--- src/rtl/rpn_pkg.sv ---
`default_nettype none
// ============================================================================
//  Module      : rpn_pkg
//  Description : Shared definitions for the result transmit path: the
//                sequencing state enum, ASCII constants, the default UART
//                bit period and the double-dabble helper functions.
//  Revision    : 1.0  initial release
// ============================================================================
package rpn_pkg;

    // 115200 baud from a 125 MHz clock
    localparam int DEFAULT_CLKS_PER_BIT = 1085;

    // Five BCD digits cover the full 16-bit magnitude (max 65535)
    localparam int BCD_DIGITS = 5;
    localparam int BCD_W      = 4 * BCD_DIGITS;

    localparam logic [7:0] C_ASCII_ZERO  = 8'h30;
    localparam logic [7:0] C_ASCII_MINUS = 8'h2D;
    localparam logic [7:0] C_ASCII_NL    = 8'h0A;

    typedef enum logic [2:0] {
        IDLE    = 3'd0,
        CONVERT = 3'd1,
        SIGN    = 3'd2,
        DIGIT   = 3'd3,
        NEWLINE = 3'd4
    } state_t;

    // Add 3 to every BCD nibble that is 5 or more, ahead of the shift.
    function automatic logic [BCD_W-1:0] bcd_adjust(input logic [BCD_W-1:0] bcd);
        logic [BCD_W-1:0] res;
        res = bcd;
        for (int i = 0; i < BCD_DIGITS; i++) begin
            if (bcd[i*4 +: 4] >= 4'd5) begin
                res[i*4 +: 4] = bcd[i*4 +: 4] + 4'd3;
            end
        end
        return res;
    endfunction

    // Index of the most significant non-zero digit; 0 when the value is zero
    // so that a single '0' is still emitted.
    function automatic logic [2:0] lead_digit(input logic [BCD_W-1:0] bcd);
        logic [2:0] idx;
        idx = 3'd0;
        for (int i = 0; i < BCD_DIGITS; i++) begin
            if (bcd[i*4 +: 4] != 4'd0) begin
                idx = 3'(i);
            end
        end
        return idx;
    endfunction

endpackage
`default_nettype wire

--- src/rtl/uart_tx_byte.sv ---
`default_nettype none
// ============================================================================
//  Module      : uart_tx_byte
//  Description : 8N1 byte serializer. A start request is taken when idle or
//                in the final cycle of a stop bit, so frames can run back to
//                back with no idle cycle between them.
//  Ports       : clk     - clock
//                rst     - asynchronous active-high reset
//                i_byte  - byte to send, captured with i_start
//                i_start - launch request
//                o_tx    - serial line, idle high
//                o_done  - high in the last cycle of the stop bit
//  Revision    : 1.0  initial release
// ============================================================================
module uart_tx_byte
    import rpn_pkg::*;
#(
    parameter int CLKS_PER_BIT = DEFAULT_CLKS_PER_BIT
) (
    input  logic       clk,
    input  logic       rst,
    input  logic [7:0] i_byte,
    input  logic       i_start,
    output logic       o_tx,
    output logic       o_done
);

    localparam int              CNT_W       = (CLKS_PER_BIT > 1) ? $clog2(CLKS_PER_BIT) : 1;
    localparam logic [CNT_W-1:0] C_BAUD_LAST = CNT_W'(CLKS_PER_BIT - 1);
    localparam logic [3:0]       C_LAST_BIT  = 4'd9;

    logic             r_active;
    logic [9:0]       r_shift;
    logic [3:0]       r_bit_cnt;
    logic [CNT_W-1:0] r_baud_cnt;

    logic w_bit_end;
    logic w_frame_end;
    logic w_load;

    assign w_bit_end   = r_active && (r_baud_cnt == C_BAUD_LAST);
    assign w_frame_end = w_bit_end && (r_bit_cnt == C_LAST_BIT);
    assign w_load      = i_start && (!r_active || w_frame_end);

    assign o_done = w_frame_end;
    assign o_tx   = r_active ? r_shift[0] : 1'b1;

    always_ff @(posedge clk or posedge rst) begin
        if (rst) begin
            r_active   <= 1'b0;
            r_shift    <= '1;
            r_bit_cnt  <= '0;
            r_baud_cnt <= '0;
        end else if (w_load) begin
            // stop bit, data LSB first, start bit in position 0
            r_active   <= 1'b1;
            r_shift    <= {1'b1, i_byte, 1'b0};
            r_bit_cnt  <= '0;
            r_baud_cnt <= '0;
        end else if (r_active) begin
            if (w_bit_end) begin
                r_baud_cnt <= '0;
                if (r_bit_cnt == C_LAST_BIT) begin
                    r_active <= 1'b0;
                end else begin
                    r_bit_cnt <= r_bit_cnt + 4'd1;
                    r_shift   <= {1'b1, r_shift[9:1]};
                end
            end else begin
                r_baud_cnt <= r_baud_cnt + CNT_W'(1);
            end
        end
    end

endmodule
`default_nettype wire

--- src/rtl/result_uart_tx.sv ---
`default_nettype none
// ============================================================================
//  Module      : result_uart_tx
//  Description : Takes a 16-bit result, converts it to decimal with a
//                sequential double-dabble, and sends it over a UART as ASCII
//                digits (leading zeros suppressed) followed by '\n'.
//                Build option: define RESULT_TX_SIGNED_EN to treat num as
//                two's complement and prefix negative values with '-'.
//  Ports       : clk       - clock, rising edge
//                rst       - asynchronous active-high reset
//                num_valid - result available
//                num       - result value
//                num_ready - idle, a result can be accepted
//                tx_out    - UART line, 8N1, idle high
//                busy      - accept through end of the '\n' stop bit
//  Revision    : 1.0  initial release
// ============================================================================
module result_uart_tx
    import rpn_pkg::*;
#(
    parameter int CLKS_PER_BIT = DEFAULT_CLKS_PER_BIT,
    parameter int NUM_WIDTH    = 16
) (
    input  logic                 clk,
    input  logic                 rst,
    input  logic                 num_valid,
    input  logic [NUM_WIDTH-1:0] num,
    output logic                 num_ready,
    output logic                 tx_out,
    output logic                 busy
);

    state_t               r_state;
    state_t               w_state_next;
    logic [NUM_WIDTH-1:0] r_shift;
    logic [BCD_W-1:0]     r_bcd;
    logic [3:0]           r_conv_cnt;
    logic [2:0]           r_idx;
    logic                 r_neg;
    logic                 r_pending;   // first frame of the string not yet launched

    logic                 w_accept;
    logic                 w_conv_last;
    logic [BCD_W-1:0]     w_bcd_adj;
    logic [BCD_W-1:0]     w_bcd_next;
    logic [2:0]           w_idx_dec;
    logic [7:0]           w_digit_byte;
    logic [7:0]           w_prev_digit_byte;
    logic                 w_neg_in;
    logic [NUM_WIDTH-1:0] w_mag_in;
    logic                 w_start;
    logic [7:0]           w_byte;
    logic                 w_done;

`ifdef RESULT_TX_SIGNED_EN
    // Magnitude of 16'h8000 wraps to 16'h8000, which reads correctly as 32768
    assign w_neg_in = num[NUM_WIDTH-1];
    assign w_mag_in = num[NUM_WIDTH-1] ? (~num + NUM_WIDTH'(1)) : num;
`else
    assign w_neg_in = 1'b0;
    assign w_mag_in = num;
`endif

    assign w_accept    = num_valid && (r_state == IDLE);
    assign w_conv_last = (r_conv_cnt == 4'(NUM_WIDTH - 1));

    assign w_bcd_adj  = bcd_adjust(r_bcd);
    assign w_bcd_next = (w_bcd_adj << 1) | BCD_W'(r_shift[NUM_WIDTH-1]);

    assign w_idx_dec         = r_idx - 3'd1;
    assign w_digit_byte      = C_ASCII_ZERO + {4'b0000, r_bcd[{r_idx, 2'b00} +: 4]};
    assign w_prev_digit_byte = C_ASCII_ZERO + {4'b0000, r_bcd[{w_idx_dec, 2'b00} +: 4]};

    assign num_ready = (r_state == IDLE);
    assign busy      = (r_state != IDLE);

    always_ff @(posedge clk or posedge rst) begin
        if (rst) begin
            r_state <= IDLE;
        end else begin
            r_state <= w_state_next;
        end
    end

    // Next byte is chosen in the same cycle the previous stop bit ends so
    // the serializer can chain frames without a gap.
    always_comb begin
        w_state_next = r_state;
        w_start      = 1'b0;
        w_byte       = C_ASCII_NL;
        case (r_state)
            IDLE: begin
                if (num_valid) begin
                    w_state_next = CONVERT;
                end
            end
            CONVERT: begin
                if (w_conv_last) begin
                    w_state_next = r_neg ? SIGN : DIGIT;
                end
            end
            SIGN: begin
                if (r_pending) begin
                    w_start = 1'b1;
                    w_byte  = C_ASCII_MINUS;
                end else if (w_done) begin
                    w_start      = 1'b1;
                    w_byte       = w_digit_byte;
                    w_state_next = DIGIT;
                end
            end
            DIGIT: begin
                if (r_pending) begin
                    w_start = 1'b1;
                    w_byte  = w_digit_byte;
                end else if (w_done) begin
                    w_start = 1'b1;
                    if (r_idx == 3'd0) begin
                        w_byte       = C_ASCII_NL;
                        w_state_next = NEWLINE;
                    end else begin
                        w_byte = w_prev_digit_byte;
                    end
                end
            end
            NEWLINE: begin
                if (w_done) begin
                    w_state_next = IDLE;
                end
            end
            default: begin
                w_state_next = IDLE;
            end
        endcase
    end

    always_ff @(posedge clk or posedge rst) begin
        if (rst) begin
            r_shift    <= '0;
            r_bcd      <= '0;
            r_conv_cnt <= '0;
            r_idx      <= '0;
            r_neg      <= 1'b0;
            r_pending  <= 1'b0;
        end else begin
            r_pending <= (r_state == CONVERT) && w_conv_last;
            case (r_state)
                IDLE: begin
                    if (w_accept) begin
                        r_shift    <= w_mag_in;
                        r_neg      <= w_neg_in;
                        r_bcd      <= '0;
                        r_conv_cnt <= '0;
                    end
                end
                CONVERT: begin
                    r_bcd      <= w_bcd_next;
                    r_shift    <= r_shift << 1;
                    r_conv_cnt <= r_conv_cnt + 4'd1;
                    if (w_conv_last) begin
                        r_idx <= lead_digit(w_bcd_next);
                    end
                end
                DIGIT: begin
                    if (!r_pending && w_done && (r_idx != 3'd0)) begin
                        r_idx <= w_idx_dec;
                    end
                end
                default: begin
                end
            endcase
        end
    end

    uart_tx_byte #(
        .CLKS_PER_BIT(CLKS_PER_BIT)
    ) u_uart_tx_byte (
        .clk    (clk),
        .rst    (rst),
        .i_byte (w_byte),
        .i_start(w_start),
        .o_tx   (tx_out),
        .o_done (w_done)
    );

endmodule
`default_nettype wire

--- config.mk ---
export PLATFORM = sky130hd
export DESIGN_NAME = result_uart_tx
export DESIGN_NICKNAME = d
export VERILOG_FILES = /design/src/rtl/rpn_pkg.sv /design/src/rtl/uart_tx_byte.sv /design/src/rtl/result_uart_tx.sv
export SDC_FILE = /design/constraint.sdc
export NUM_CORES = 1
export LEC_CHECK = 0
export CELL_PAD_IN_SITES_DETAIL_PLACEMENT = 1
export CELL_PAD_IN_SITES_GLOBAL_PLACEMENT = 1
export CORE_MARGIN = 2
export CORE_UTILIZATION = 50
export DETAILED_ROUTE_END_ITERATION = 10
export GPL_TIMING_DRIVEN = 0
export PLACE_DENSITY_LB_ADDON = 0.1
export SYNTH_ARGS = -nofsm -noshare
export SYNTH_HDL_FRONTEND = slang
export SYNTH_SLANG_ARGS = --single-unit
--- constraint.sdc ---
create_clock -name clk -period 8.27 [get_ports clk]
set_clock_uncertainty 0.2 [all_clocks]
set_input_delay 1.654 -clock clk [delete_from_list [all_inputs] [get_ports clk]]
set_output_delay 1.654 -clock clk [all_outputs]
set_load 0.05 [all_outputs]
[Word level (Yosys, flattened, before mapping)]
Index checks and enable logic that the tools add are counted.
Word-level totals
  bits in registers: 73
  latch bits: 0
  RAM bits: 0
  ROM bits: 0
  input port bits: 19
  output and inout port bits: 3
  word-level logic and storage cells: 126
  memories: 0
Operators by class
  add/sub/neg operators: 11
  multiply operators: 0
  div/mod/pow operators: 0
  $lt $le $gt $ge: 5
  equal/unequal tests: 18
  shift-type cells: 2
  mux-type cells: 52
  bitwise logic cells: 1
  reductions and logical operators: 27
Operators by type and width (number)
  3-bit 2-to-1 mux: 14
  10-bit 2-to-1 mux: 4
  20-bit case mux with 2 select lines: 1
  20-bit by 6-bit variable part select with 4-bit output: 2
  4-bit 2-to-1 mux: 9
  7-bit 2-to-1 mux: 5
  11-bit 2-to-1 mux: 3
  16-bit case mux with 2 select lines: 1
  4-bit by 3-bit greater-or-equal comparator with 1-bit output, second input constant: 5
  20-bit 2-to-1 mux: 1
  20-bit by 1-bit OR with 20-bit output: 1
  4-bit by 2-bit adder with 4-bit output, second input constant: 4
  16-bit 2-to-1 mux: 1
  4-bit nonzero test: 4
  3-bit case mux with 5 select lines: 1
  6-bit by 4-bit adder with 7-bit output, first input constant: 2
  7-bit case mux with 2 select lines: 1
  2-bit != test, second input constant: 6
  11-bit by 1-bit adder with 11-bit output, second input constant: 1
  11-bit == test, second input constant: 1
  2-bit by 1-bit != test with 1-bit output, second input constant: 5
  1-bit 2-to-1 mux: 9
  4-bit by 1-bit adder with 4-bit output, second input constant: 2
  4-bit == test, second input constant: 2
  other kinds (17): 31

[Longest topological paths before layout]
  depth in word-level cells: 10
  gate-level depth with buffers: 10
  gate-level depth less buffers: 8

[Cells and area by module]
Synthesis repeated with hierarchy kept, for this count alone.
Unflattened totals
  cell total of the unflattened synthesis: 483
  area total of the unflattened synthesis: 4393.0 µm²
Modules (own cells, without submodules)
  result_uart_tx: times used 1, cells each 357, area an instance 3054.2 µm², seq. area each 1176.1 µm²
  uart_tx_byte: times used 1, cells each 126, area an instance 1338.8 µm², seq. area each 636.9 µm²

[Worst setup path before layout]
No wires, ideal clock.
  path kind: reg-to-output
  start: register r_state[0]
  end: output busy
  data arrival time: 2.358 ns
  data required time: 6.416 ns
  slack: 4.058 ns
  stages on the path, launching flop included: 4
  buffers on the path: 1
  cell sequence: dfrtp_1 clkbuf_1 nor3_1 inv_1
On the way
  longest elaborated chain between the ends: 1
RTL lines
  start: declaration: RTL line result_uart_tx.sv:33  | state_t r_state;
  start signal: assignment: RTL line result_uart_tx.sv:81  | r_state <= w_state_next;
  3-bit nonzero test: RTL line result_uart_tx.sv:75  | assign busy = (r_state != IDLE);
  end: declaration: RTL line result_uart_tx.sv:30  | output logic busy
Every way passes these cells.

[Worst setup path after layout]
  start: register r_state[0]
  end: output num_ready
On the way
  longest elaborated chain between the ends: 1
RTL lines
  3-bit logical NOT: RTL line result_uart_tx.sv:74  | assign num_ready = (r_state == IDLE);
  end: declaration: RTL line result_uart_tx.sv:28  | output logic num_ready,
Every way passes these cells.

==> run metrics <==
Area after DPL 4712 sq um; Post-Route M1 WL 5138 um; sequential area share after synthesis 0.4173; 1st-pass router iterations 4; critical path's top delay family buffers and inverters; syn_nets 520; Setup-failing EPs final 0; worst min path class reg2reg; fmax 243.5 MHz; Bufs on Longest Clock Path 2; YS warnings 0; 1st-iter DRT viols 115; synth top area cells dfrtp_1, o21ai_0, nand2_1; initial antenna violation count 0; worst skew pair latency 0.36 ns; antenna cells 0; # rows 34; outcome complete, no violations; slowest stage cell, crit path clkdlybuf4s50_1; DR WL met2 5645 um; Worst EP arrival 2.25 ns; Max IR drop VDD 0.1777 mV; Util after Layout 0.5795; fin nets 553; Netlist Area Pre-Place 4344 sq um; CP Depth 3; post-cts sizing count 0; CTS Hold Buffers Added 0; worst r2r src r_idx[0]; number of global-route vias before repair 4,035; max_cap viols 0; Die Footprint 9450 sq um; Fillers 991; Synth area leader dfrtp_1; r2r endpoint u_uart_tx_byte.r_shift[1]; final setup TNS 0 ns; Final Critical Period 4.107 ns; sw frac 0.4392; gr ovfl total 0; Synth Area per Inst 8.976 sq um; Routed WL 11,390 um; EDFF count, synth 0; NetSw 0.7956 mW; Flop pwr share 0.337; Final Instance Area 4955 sq um; io pins 22; CTS tree built; die width 97.21 um; share of layout cells above drive strength 1 0.07280; Clock transition at path regs 0.08 ns; CTS buffer count 9; Worst Setup EP num_ready; clock share of power 0.194; Multi-input gate area 2367 sq um; most frequent cell after synthesis nand2_1; wire length on met3 332 um; top cell type's share of synthesized area 0.3629; Post-DRT Antenna Nets 0; H-tree Lvls 3; unique cell type count in the Yosys netlist 55; Worst setup EP type primary output; GP Congestion 0.8088; crit path from r_state[0]; fraction of registers with async set/reset 1.000; CP Max Fanout 9; Initial Util 0.5080; via count 3,772; Worst Tran Pin Value 0.7368 ns; routed wire length per instance 18.08 um; critical path class reg2out; Core Area 8551 sq um; Final Hold Fails 0; Combinational Power Share 0.470; HPWL after DPL 8521 um; hold slack 0.2819 ns; Total GRT Usage 0.2609; DR vias/cell 5.987; Synth Instances 484; CTS Root Cell clkbuf_8; Int Pwr 1.016 mW; Leak 2.132 nW; crit-path cells clkbuf_1, nor3_1, clkdlybuf4s50_1; CP startpoint kind register; final period utilization 0.4966; Worst R2R Setup Slack 5.14 ns; Main synth FF type dfrtp_1; first-pass GRT wire length 20,070 um; flip-flop and latch area 1813 sq um; RSZ-0062 raised after global routing no; Rel. slew slack 0.5088; placed cell count 614; Buf/Inv on CP 2; max incr delay on CP 0.89 ns; Sink Count 72; Finished Layout Cells 630; data required time of the worst path 6.42 ns; Max Used Layer met4; Layout Area Growth over Synthesis 14.06%; setup bufs post-CTS 0; Synth top cells by count nand2_1, dfrtp_1, o21ai_0; Yosys reg bits 72; Final Max Slew Viols 0; die height 97.21 um; largest net degree at the start of global routing 42; # DRC 0; Port Buffer Count 21; R2R depth 9; PD cells 365.6 nW/um^2
## placed cells by master, fill, tap and decap left out, drive strengths merged, types with 3 or more instances in the layout
master,n
xnor2,6
dfrtp,63
o41ai,3
a21oi,25
nor2b,4
clkbuf,31
nand4,11
a22o,10
nor4,4
o22ai,3
and3,3
dfstp,9
ha,17
nand2b,9
nand3b,3
buf,3
inv,21
nor3,9
nor2,30
clkdlybuf4s50,21
o21ai,66
bufinv,3
mux2i,25
xor2,9
nand3,14
nor3b,5
mux4,4
a22oi,6
nand2,70
a21o,4
## worst register-to-register path, cell delays in order, from the launching register on
cell      delay, ns
dfrtp_1        0.33
clkbuf_1       0.37
inv_1          0.22
ha_1           0.33
clkbuf_1       0.43
mux4_2         0.60
a21oi_1        0.21
o22ai_1        0.12
a22oi_1        0.17
nand2_1        0.08
## flip-flops by register name, indices dropped and copies added, names as in the netlist
name,cells
u_uart_tx_byte.r_shift,9
r_idx,3
r_bcd,20
r_conv_cnt,4
u_uart_tx_byte.r_active,1
u_uart_tx_byte.r_baud_cnt,11
u_uart_tx_byte.r_bit_cnt,4
r_pending,1
r_state,3
r_shift,16
## metrics by stage
step	worst slack [ns]	power [mW]
after floorplan	4.058	1.211
after global placement	3.315	1.411
after detailed placement	4.498	1.463
after CTS	4.149	1.818
after global routing	4.036	1.966
final	4.163	1.811
## power groups by stage
| stage | clock (mW) | sequential, mW | combinational (mW) |
|---|---|---|---|
| 2_1_floorplan | 0 | 0.565 | 0.646 |
| 3_3_place_gp | 0 | 0.603 | 0.808 |
| 3_5_place_dp | 0 | 0.614 | 0.848 |
| 4_1_cts | 0.356 | 0.608 | 0.854 |
| 5_1_grt | 0.370 | 0.631 | 0.965 |
| 6_report | 0.351 | 0.610 | 0.851 |
## metal layers
metal,vias to the layer above,track usage
met5,-,0
met4,0,0.09509
met3,22,0.04820
met2,57,0.4380
met1,1896,0.3390
li1,1797,-
## cells by family (layout without fill, tap and decap cells)
group	after synthesis	in the layout	share of synthesized area
mux	29	29	0.07834
compound gates	137	137	0.1927
buf+inv	43	81	0.03773
fa+ha+maj	17	17	0.04896
flops	72	72	0.4173
simple gates	171	171	0.1947
xor+xnor	15	15	0.03024
## worst min-delay path by stage
| stage | startpoint | to | slack (ns) | depth (start not counted) |
|---|---|---|---|---|
| CTS | u_uart_tx_byte.r_shift[4] | u_uart_tx_byte.r_shift[4] | 0.29 | 2 |
| finish | u_uart_tx_byte.r_shift[7] | u_uart_tx_byte.r_shift[7] | 0.28 | 2 |
| global route | u_uart_tx_byte.r_shift[4] | u_uart_tx_byte.r_shift[4] | 0.31 | 2 |
| global placement | u_uart_tx_byte.r_shift[4] | u_uart_tx_byte.r_shift[4] | 0.25 | 2 |
| floorplan | u_uart_tx_byte.r_shift[4] | u_uart_tx_byte.r_shift[4] | 0.25 | 2 |
| detailed placement | r_shift[11] | r_shift[11] | 0.27 | 2 |
## area by class of cell
class / count / share of cell area
Tap cell: 108 / 0.02727
Clock inverter: 6 / 0.02323
Buffer: 23 / 0.01793
Multi-Input combinational cell: 369 / 0.4778
Inverter: 20 / 0.01566
Sequential cell: 72 / 0.3659
Clock buffer: 10 / 0.02576
Timing Repair Buffer: 22 / 0.04646
No activity file was read; power rests on OpenSTA's default activity.
==> edit, RTL diff (same flow settings) <==
Set the parameter `NUM_WIDTH` to 12 (it was 16).
--- a/src/rtl/result_uart_tx.sv
+++ b/src/rtl/result_uart_tx.sv
@@ -21,3 +21,3 @@
     parameter int CLKS_PER_BIT = DEFAULT_CLKS_PER_BIT,
-    parameter int NUM_WIDTH    = 16
+    parameter int NUM_WIDTH    = 12
 ) (
Interface: changed (resized num); port bits go from 22 to 18. No check against the original RTL was run, so the function may have changed too.
==> edit against the unedited design <==
  * Power shrank 2.3%
  * Global-route usage grew 0.17 points
  * Area after synthesis shrank 4.8%
  * Sequential cell count fell by 4
  * Final cell count down 4.4%
  * Final area fell by 6.6%
  * Sequential share of layout area rose by 0.41 points
  * Setup slack improved by 100 ps
  * Routed wire length shrank 3.7%
  * Non-clock buffer count fell by 1
  * Synthesized cell count fell by 4.1%
  * Hold slack got worse by 3.5 ps
  * Critical path depth did not move
  * Critical endpoint unchanged
==> edit: results (changes against the unedited design) <==
Worst hold path
  – Hold wc startpoint: r_shift[11]
  – Hold EP: r_bcd[0]

Global route
  – Vias in the first global route: 3545 (-12%)

Power
  – Leakage: 1.95 nW (-8.3%)
  – Sw Share: 45.6% (+1.6 points)

Final layout
  – Fraction of layout cells with a size suffix above 1: 11.5% (+4.2 points)
  – Fill cells: 952 (-3.9%)
  – Register area: 1710 um^2 (-5.5%)
  – Clock-cell share: 4.14% (-0.76 points)
  – Signal buf overhead: 6.24% (-0.20 points)
  – Multi-input combinational area share: 48.1% (+0.33 points)
  – Regs by FF count: r_bcd: 20 flops, r_shift: 12 flops, u_uart_tx_byte.r_baud_cnt: 11 flops
  – Multi-input combinational cell count: 349 (-5.4%)

Routing
  – Avg WL per Cell: 18.2 um (+0.81%)
  – DRT iter0 DRCs: 164 (+43%)
  – Vias: 3614 (-4.2%)

Placement
  – Buffers added on ports: 17 (-19%)
  – GP Congestion: 0.902 (+11%)
  – Dpl hpwl: 7.94 mm (-6.8%)

Synthesis
  – Syn nets: 496 (-4.6%)
  – Commonest cells post-synth: dfrtp_1, nor2_1, o21ai_0
  – Sequential fraction of the synthesis area: 41.4% (-0.30 points)
  – Synth unique cells: 58 (+5.5%)
  – Synth Area in Adders: 5.15% (+0.25 points)
  – Synth Area in XOR/XNOR: 3.36% (+0.34 points)
  – Synth Area in Compound Gates: 18.5% (-0.78 points)

Setup path
  – Start point of the critical path: r_state[1]
  – R2R setup slack: 5270 ps (+130 ps)
  – R2R cell count: 11 (+2)

Status
  – Outcome: finished, final reports clean

STA
  – Tightest Pin Transition: 881 ps (+144 ps)
[edit: changes by cell type after synthesis, moves of 4 or more]
cell,change
a22o_1,-9
buf_2,+7
dfrtp_1,-4
mux2_2,+4
mux2i_1,-20
nand2_1,-28
nand3_1,+24
nand4_1,-5
nor2_1,+22
nor3_1,-5
o21ai_0,-15
o22ai_1,+9
[edit: layer usage]
layer	share of wire [%]	routed length, um	vias up	global-route usage [%]
met5	0	0	-	0
met3	2.4	266	20	3.43
met1	44	4880	1806	34.0
li1	-	-	1724	-
met2	51	5610	64	45.3
met4	2.0	219	0	8.94
[edit: power by group through the flow]
stage	logic (mW)	registers (mW)	clock network [mW]
3_5_place_dp	0.922	0.566	0
5_1_grt	1.05	0.579	0.297
4_1_cts	0.933	0.560	0.279
3_3_place_gp	0.876	0.560	0
2_1_floorplan	0.701	0.531	0
6_report	0.930	0.562	0.277
[edit: per-stage QoR]
step           setup WS [ps]  cells  hold slack, ps  total power, mW  instance area [um^2]
2_1_floorplan           4080    464             239             1.23                  4130
3_3_place_gp            3480    586             246             1.44                  4440
3_5_place_dp            4640    586             257             1.49                  4440
4_1_cts                 4240    602             276             1.77                  4630
5_1_grt                 4150    602             301             1.93                  4630
6_report                4270    602             278             1.77                  4630
[edit: logic make-up (layout without fill, tap and decap cells)]
group	count (synthesis)	in the layout
buffers and inverters	47	80
multiplexers	15	15
adder cells (fa/ha/maj)	17	17
XOR/XNOR	15	15
AND/OR/NAND/NOR	178	178
flip-flops	68	68
AO/OA/AOI/OAI	124	124
[edit: worst reg2reg max path, stage by stage (launching register included)]
cell	delay, ps
dfrtp_1	330
buf_2	190
buf_2	260
inv_1	180
ha_1	310
clkbuf_1	410
mux4_2	380
nand2_1	70
o21ai_0	80
nand2_1	70
o21ai_0	120
a221o_1	330
